**src/rtl/dpram_loader.sv**
```systemverilog
// dpram_loader: sequential clear/load engine for dpram port A, returning the port to the core when idle
// Parameters: AW address width, DW data width, FILL_VALUE word written by a clear.
// Ports: clock/reset (sync, active-high); clear_start/load_start start pulses;
//   dl_valid/dl_data/dl_last/dl_ready download stream; core_address/core_data/core_wren/core_q core port A;
//   address_a/data_a/wren_a/q_a dpram port A; busy/done/word_count/truncated/verify_err status.
// Optional: define DPRAM_LOADER_VERIFY_EN to add a readback checksum pass after each load.
module dpram_loader #(
  parameter int AW = 8,
  parameter int DW = 8,
  parameter logic [DW-1:0] FILL_VALUE = '0
) (
  input  logic          clock,
  input  logic          reset,
  input  logic          clear_start,
  input  logic          load_start,
  input  logic          dl_valid,
  input  logic [DW-1:0] dl_data,
  input  logic          dl_last,
  output logic          dl_ready,
  input  logic [AW-1:0] core_address,
  input  logic [DW-1:0] core_data,
  input  logic          core_wren,
  output logic [DW-1:0] core_q,
  output logic [AW-1:0] address_a,
  output logic [DW-1:0] data_a,
  output logic          wren_a,
  input  logic [DW-1:0] q_a,
  output logic          busy,
  output logic          done,
  output logic [AW:0]   word_count,
  output logic          truncated,
  output logic          verify_err
);
`ifdef DPRAM_LOADER_VERIFY_EN
  typedef enum logic [2:0] {IDLE, CLEAR, LOAD, VREAD, VCMP} state_t;
`else
  typedef enum logic [1:0] {IDLE, CLEAR, LOAD} state_t;
`endif
  state_t state_q, state_d;
  logic [AW-1:0] addr_q, addr_d;
  logic [AW:0] wc_q, wc_d;
  logic trunc_q, trunc_d, done_q, done_d;
  logic last_addr;
`ifdef DPRAM_LOADER_VERIFY_EN
  logic [DW-1:0] sum_q, sum_d, acc_q, acc_d;
  logic verr_q, verr_d;
  assign verify_err = verr_q;
`else
  assign verify_err = 1'b0;
`endif
  assign last_addr = addr_q == '1;
  assign busy = state_q != IDLE;
  assign done = done_q;
  assign word_count = wc_q;
  assign truncated = trunc_q;
  assign core_q = q_a;
  always_comb begin
    state_d = state_q;
    addr_d = addr_q;
    wc_d = wc_q;
    trunc_d = trunc_q;
    done_d = 1'b0;
    address_a = core_address;
    data_a = core_data;
    wren_a = core_wren;
    dl_ready = 1'b0;
`ifdef DPRAM_LOADER_VERIFY_EN
    sum_d = sum_q;
    acc_d = acc_q;
    verr_d = verr_q;
`endif
    case (state_q)
      IDLE: begin
        if (clear_start) begin
          state_d = CLEAR;
          addr_d = '0;
        end else if (load_start) begin
          state_d = LOAD;
          addr_d = '0;
          trunc_d = 1'b0;
`ifdef DPRAM_LOADER_VERIFY_EN
          sum_d = '0;
          verr_d = 1'b0;
`endif
        end
      end
      CLEAR: begin
        address_a = addr_q;
        data_a = FILL_VALUE;
        wren_a = 1'b1;
        addr_d = addr_q + AW'(1);
        if (last_addr) begin
          state_d = IDLE;
          done_d = 1'b1;
        end
      end
      LOAD: begin
        dl_ready = 1'b1;
        address_a = addr_q;
        data_a = dl_data;
        wren_a = dl_valid;
        if (dl_valid) begin
          addr_d = addr_q + AW'(1);
          wc_d = {1'b0, addr_q} + (AW+1)'(1);
`ifdef DPRAM_LOADER_VERIFY_EN
          sum_d = sum_q + dl_data;
`endif
          if (dl_last || last_addr) begin
            // exiting without dl_last can only mean the RAM filled up
            trunc_d = !dl_last;
`ifdef DPRAM_LOADER_VERIFY_EN
            state_d = VREAD;
            addr_d = '0;
            acc_d = '0;
`else
            state_d = IDLE;
            done_d = 1'b1;
`endif
          end
        end
      end
`ifdef DPRAM_LOADER_VERIFY_EN
      VREAD: begin
        address_a = addr_q;
        wren_a = 1'b0;
        // q_a lags the issued address by one cycle, so nothing is valid on the first read
        acc_d = addr_q != '0 ? acc_q + q_a : acc_q;
        if ({1'b0, addr_q} == wc_q - (AW+1)'(1)) state_d = VCMP;
        else addr_d = addr_q + AW'(1);
      end
      VCMP: begin
        address_a = addr_q;
        wren_a = 1'b0;
        verr_d = (acc_q + q_a) != sum_q;
        state_d = IDLE;
        done_d = 1'b1;
      end
`endif
      default: state_d = IDLE;
    endcase
  end
  always_ff @(posedge clock) begin
    if (reset) begin
      state_q <= IDLE;
      addr_q <= '0;
      wc_q <= '0;
      trunc_q <= 1'b0;
      done_q <= 1'b0;
`ifdef DPRAM_LOADER_VERIFY_EN
      sum_q <= '0;
      acc_q <= '0;
      verr_q <= 1'b0;
`endif
    end else begin
      state_q <= state_d;
      addr_q <= addr_d;
      wc_q <= wc_d;
      trunc_q <= trunc_d;
      done_q <= done_d;
`ifdef DPRAM_LOADER_VERIFY_EN
      sum_q <= sum_d;
      acc_q <= acc_d;
      verr_q <= verr_d;
`endif
    end
  end
endmodule

```
**config.mk**
```make
export PLATFORM = sky130hd
export DESIGN_NAME = dpram_loader
export DESIGN_NICKNAME = d
export VERILOG_FILES = /design/src/rtl/dpram_loader.sv
export SDC_FILE = /design/constraint.sdc
export NUM_CORES = 1
export LEC_CHECK = 0
export BUFFER_PORTS_ARGS = -buffer_cell sky130_fd_sc_hd__buf_4
export CAP_MARGIN = 0
export CORE_ASPECT_RATIO = 1.1
export CORE_MARGIN = 2
export CORE_UTILIZATION = 35
export CTS_CLUSTER_DIAMETER = 30
export CTS_CLUSTER_SIZE = 10
export DETAILED_ROUTE_END_ITERATION = 12
export HOLD_SLACK_MARGIN = 0.12
export PLACE_DENSITY = 0.73
export SLEW_MARGIN = 10
export SYNTH_ARGS = -nofsm -noshare
export SYNTH_HDL_FRONTEND = slang
export SYNTH_SLANG_ARGS = --single-unit
```
**constraint.sdc**
```tcl
create_clock -name clock -period 2.4 [get_ports clock]
set_clock_uncertainty 0.05 [all_clocks]
set_input_delay 0.36 -clock clock [delete_from_list [all_inputs] [get_ports clock]]
set_output_delay 0.36 -clock clock [all_outputs]
set_load 0.02 [all_outputs]
```
==> impl_metrics.tcl <==
set metrics [dict create \
    synthTopCellsByArea "dfxtp_1 32%, mux2_2 5.9%, a22o_1 5.3%" \
    synth_edf_count 0 \
    diodes 0 \
    reg2reg_slack_ns 0.36 \
    gp_congestion 0.7947 \
    coreArea_um2 3626 \
    fin_crit_ns 2.273 \
    cp_top_family "buffers and inverters" \
    critPathArrivalTime_ns 1.86 \
    final_area_um2 1812 \
    slew_violations 0 \
    path_cells "inv_1 -> ha_1 -> buf_4 -> mux2_2 -> buf_4" \
    maxCapViolCount 0 \
    drt_first_pass_iters 4 \
    worst_slack_ns 0.1270 \
    drc 0 \
    area_growth_pct 36.60 \
    cts_tree "built" \
    yosysWarnings 0 \
    dr_total_vias 1277 \
    reg2reg_to "addr_q[6]" \
    tns_ns 0 \
    ctsHoldBuffers 0 \
    synth_top_area_share_pct 31.70 \
    grt_pass1_wl_um 4899 \
    min_from "dl_last" \
    avgViaCountPerCell 4.893 \
    r2r_start "state_q[0]" \
    grt_use_total_pct 14.18 \
    synth_cells 161 \
    cp-start-kind "register" \
    worst-path-buf-inv 3 \
    final_antenna_net_count 0 \
    post-place-ws_ns 0.3890 \
    path_class "reg -> out" \
    die_area_um2 4298 \
    p_per_area_nw_per_um2 740.1 \
    cp.required_ns 1.99 \
    syn_area_um2 1326 \
    fin_nets 256 \
    grt_pass1_vias 1159 \
    comb_power_share_pct 53.5 \
    die_h_um 68.56 \
    hold_path_depth 3 \
    drtIter0Drc 8 \
    synth-seq-cells 21 \
    grt_setup_unrepaired "false" \
    grt_max_degree 25 \
    cts.reportedPaths.clkPinSlew_ns 0.08 \
    drt-wirelength-per-cell_um 11.96 \
    seq_power_share_pct 29.4 \
    p_switching_w 0.0005225 \
    synth_area_leader_cell "dfxtp_1" \
    syn_nets 205 \
    htree_num_levels 1 \
    post_dp_cell_area_um2 1765 \
    yosys-top-cells-count "21 x dfxtp_1, 16 x nor2_1, 10 x nand3_1" \
    drt_wl_total_um 3121 \
    avgSynthCellArea_um2 8.238 \
    antenna_found_initial 0 \
    rr_worst_depth 6 \
    yosysSeqAreaShare_pct 31.70 \
    clockPowerShare_pct 17.0 \
    min_period_over_period_pct 94.71 \
    crit_path_end_kind "output port" \
    ys_types 35 \
    hold_path_class "in -> reg" \
    cts-resized-gates 0 \
    ios 78 \
    cts_setup_buffers 0 \
    cp_slowest_cell "dfxtp_1" \
    numPortBuffers 60 \
    slowest_delay_ns 0.39 \
    start_util_pct 36.58 \
    hold_violations 0 \
    fin_hold_ws_ns 0.3564 \
    p_leak_nw 0.7528 \
    cts_buffers 3 \
    switching_share_pct 38.97 \
    clockRootBuffer "clkbuf_8" \
    hpwl_um 2355 \
    clk_latency_ns 0.25 \
    crit_top_cell "buf_4" \
    async_flop_share_pct 0 \
    peakVddDrop_mv 0.3706 \
    whs_endpoint "truncated" \
    clockBufferDepth 2 \
    fp.dieW_um 62.69 \
    clock_sinks 21 \
    drive_above_1_share_pct 36.49 \
    synth.most_common_cell "dfxtp_1" \
    fmax_mhz 439.9 \
    num_rows 23 \
    cp_max_fo 19 \
    setup_viol 0 \
    p_int_w 0.0008183 \
    synthFlopType "dfxtp_1" \
    grt_overflow 0 \
    status "completed" \
]
[layout by cell type (no fill, tap or decap), types with 7 or more instances in the layout]
master     n
nand3_1   10
buf_4     64
a21oi_1    9
nand2_1    8
mux2_2     7
a211oi_1   8
dfxtp_1   21
nor2_1    16
a22o_1     8
[stage by stage]
step	total power (W)	util [%]	cells
detailed placement	0.001123	48.69	257
global placement	0.001111	48.69	257
finish	0.001341	49.97	261
global route	0.001421	49.97	261
floorplan	0.0008725	-	161
CTS	0.001353	49.97	261
[worst reg2reg max path, stage by stage (launching register included)]
cell	delay [ns]
dfxtp_1	0.39
inv_1	0.08
ha_1	0.26
nor3b_4	0.19
or3_1	0.36
or4_1	0.47
a31oi_1	0.17
[worst max-delay path by stage]
stage,startpoint,to,slack [ns],depth (start not counted)
2_1_floorplan,state_q[0],wren_a,0.10,7
3_3_place_gp,state_q[0],addr_q[6],0.41,6
3_5_place_dp,state_q[0],addr_q[6],0.39,6
4_1_cts,state_q[0],address_a[0],0.13,5
5_1_grt,state_q[0],data_a[4],0.02,5
6_report,state_q[0],address_a[0],0.13,5
[area by class of cell]
cell class              count  area, µm²
repair buffers             64      480.5
fillers                   385       1814
clock buffers               3      41.29
flip-flops and latches     21      420.4
clock inverters             1      5.005
inverters                   7      26.28
well taps                  50      62.56
multi-input cells         115      775.7
[cell families (layout without fill, tap and decap cells)]
| family | Yosys count | after routing | synth area share (%) |
|---|---|---|---|
| AO/OA/AOI/OAI | 34 | 34 | 17.36 |
| buffers and inverters | 25 | 75 | 9.810 |
| other | 1 | 1 | 0.2827 |
| multiplexers | 13 | 13 | 10.47 |
| flip-flops | 21 | 21 | 31.70 |
| AND/OR/NAND/NOR | 57 | 57 | 22.36 |
| XOR/XNOR | 5 | 5 | 3.302 |
| adder cells (fa/ha/maj) | 5 | 5 | 4.717 |
[metal layers]
layer | part of all wire (%) | wire [µm] | vias up | global-route usage (%)
li1 | - | - | 655 | -
met1 | 42 | 1302 | 571 | 15.51
met2 | 48 | 1511 | 49 | 26.48
met3 | 9.2 | 288 | 2 | 4.221
met4 | 0.61 | 19 | 0 | 5.278
met5 | 0 | 0 | - | 0
[power by group through the flow]
stage	combinational [W]	clock, W	sequential, W
2_1_floorplan	0.000462	0	0.000411
3_3_place_gp	0.000710	0	0.000401
3_5_place_dp	0.000720	0	0.000403
4_1_cts	0.000723	0.000235	0.000395
5_1_grt	0.000776	0.000246	0.000398
6_report	0.000718	0.000229	0.000395
[flip-flops by register name (all words and copies together), names as in the netlist]
name	flops
addr_q	8
done	1
state_q	2
truncated	1
word_count	9
Power figures use the tool's default switching activity.
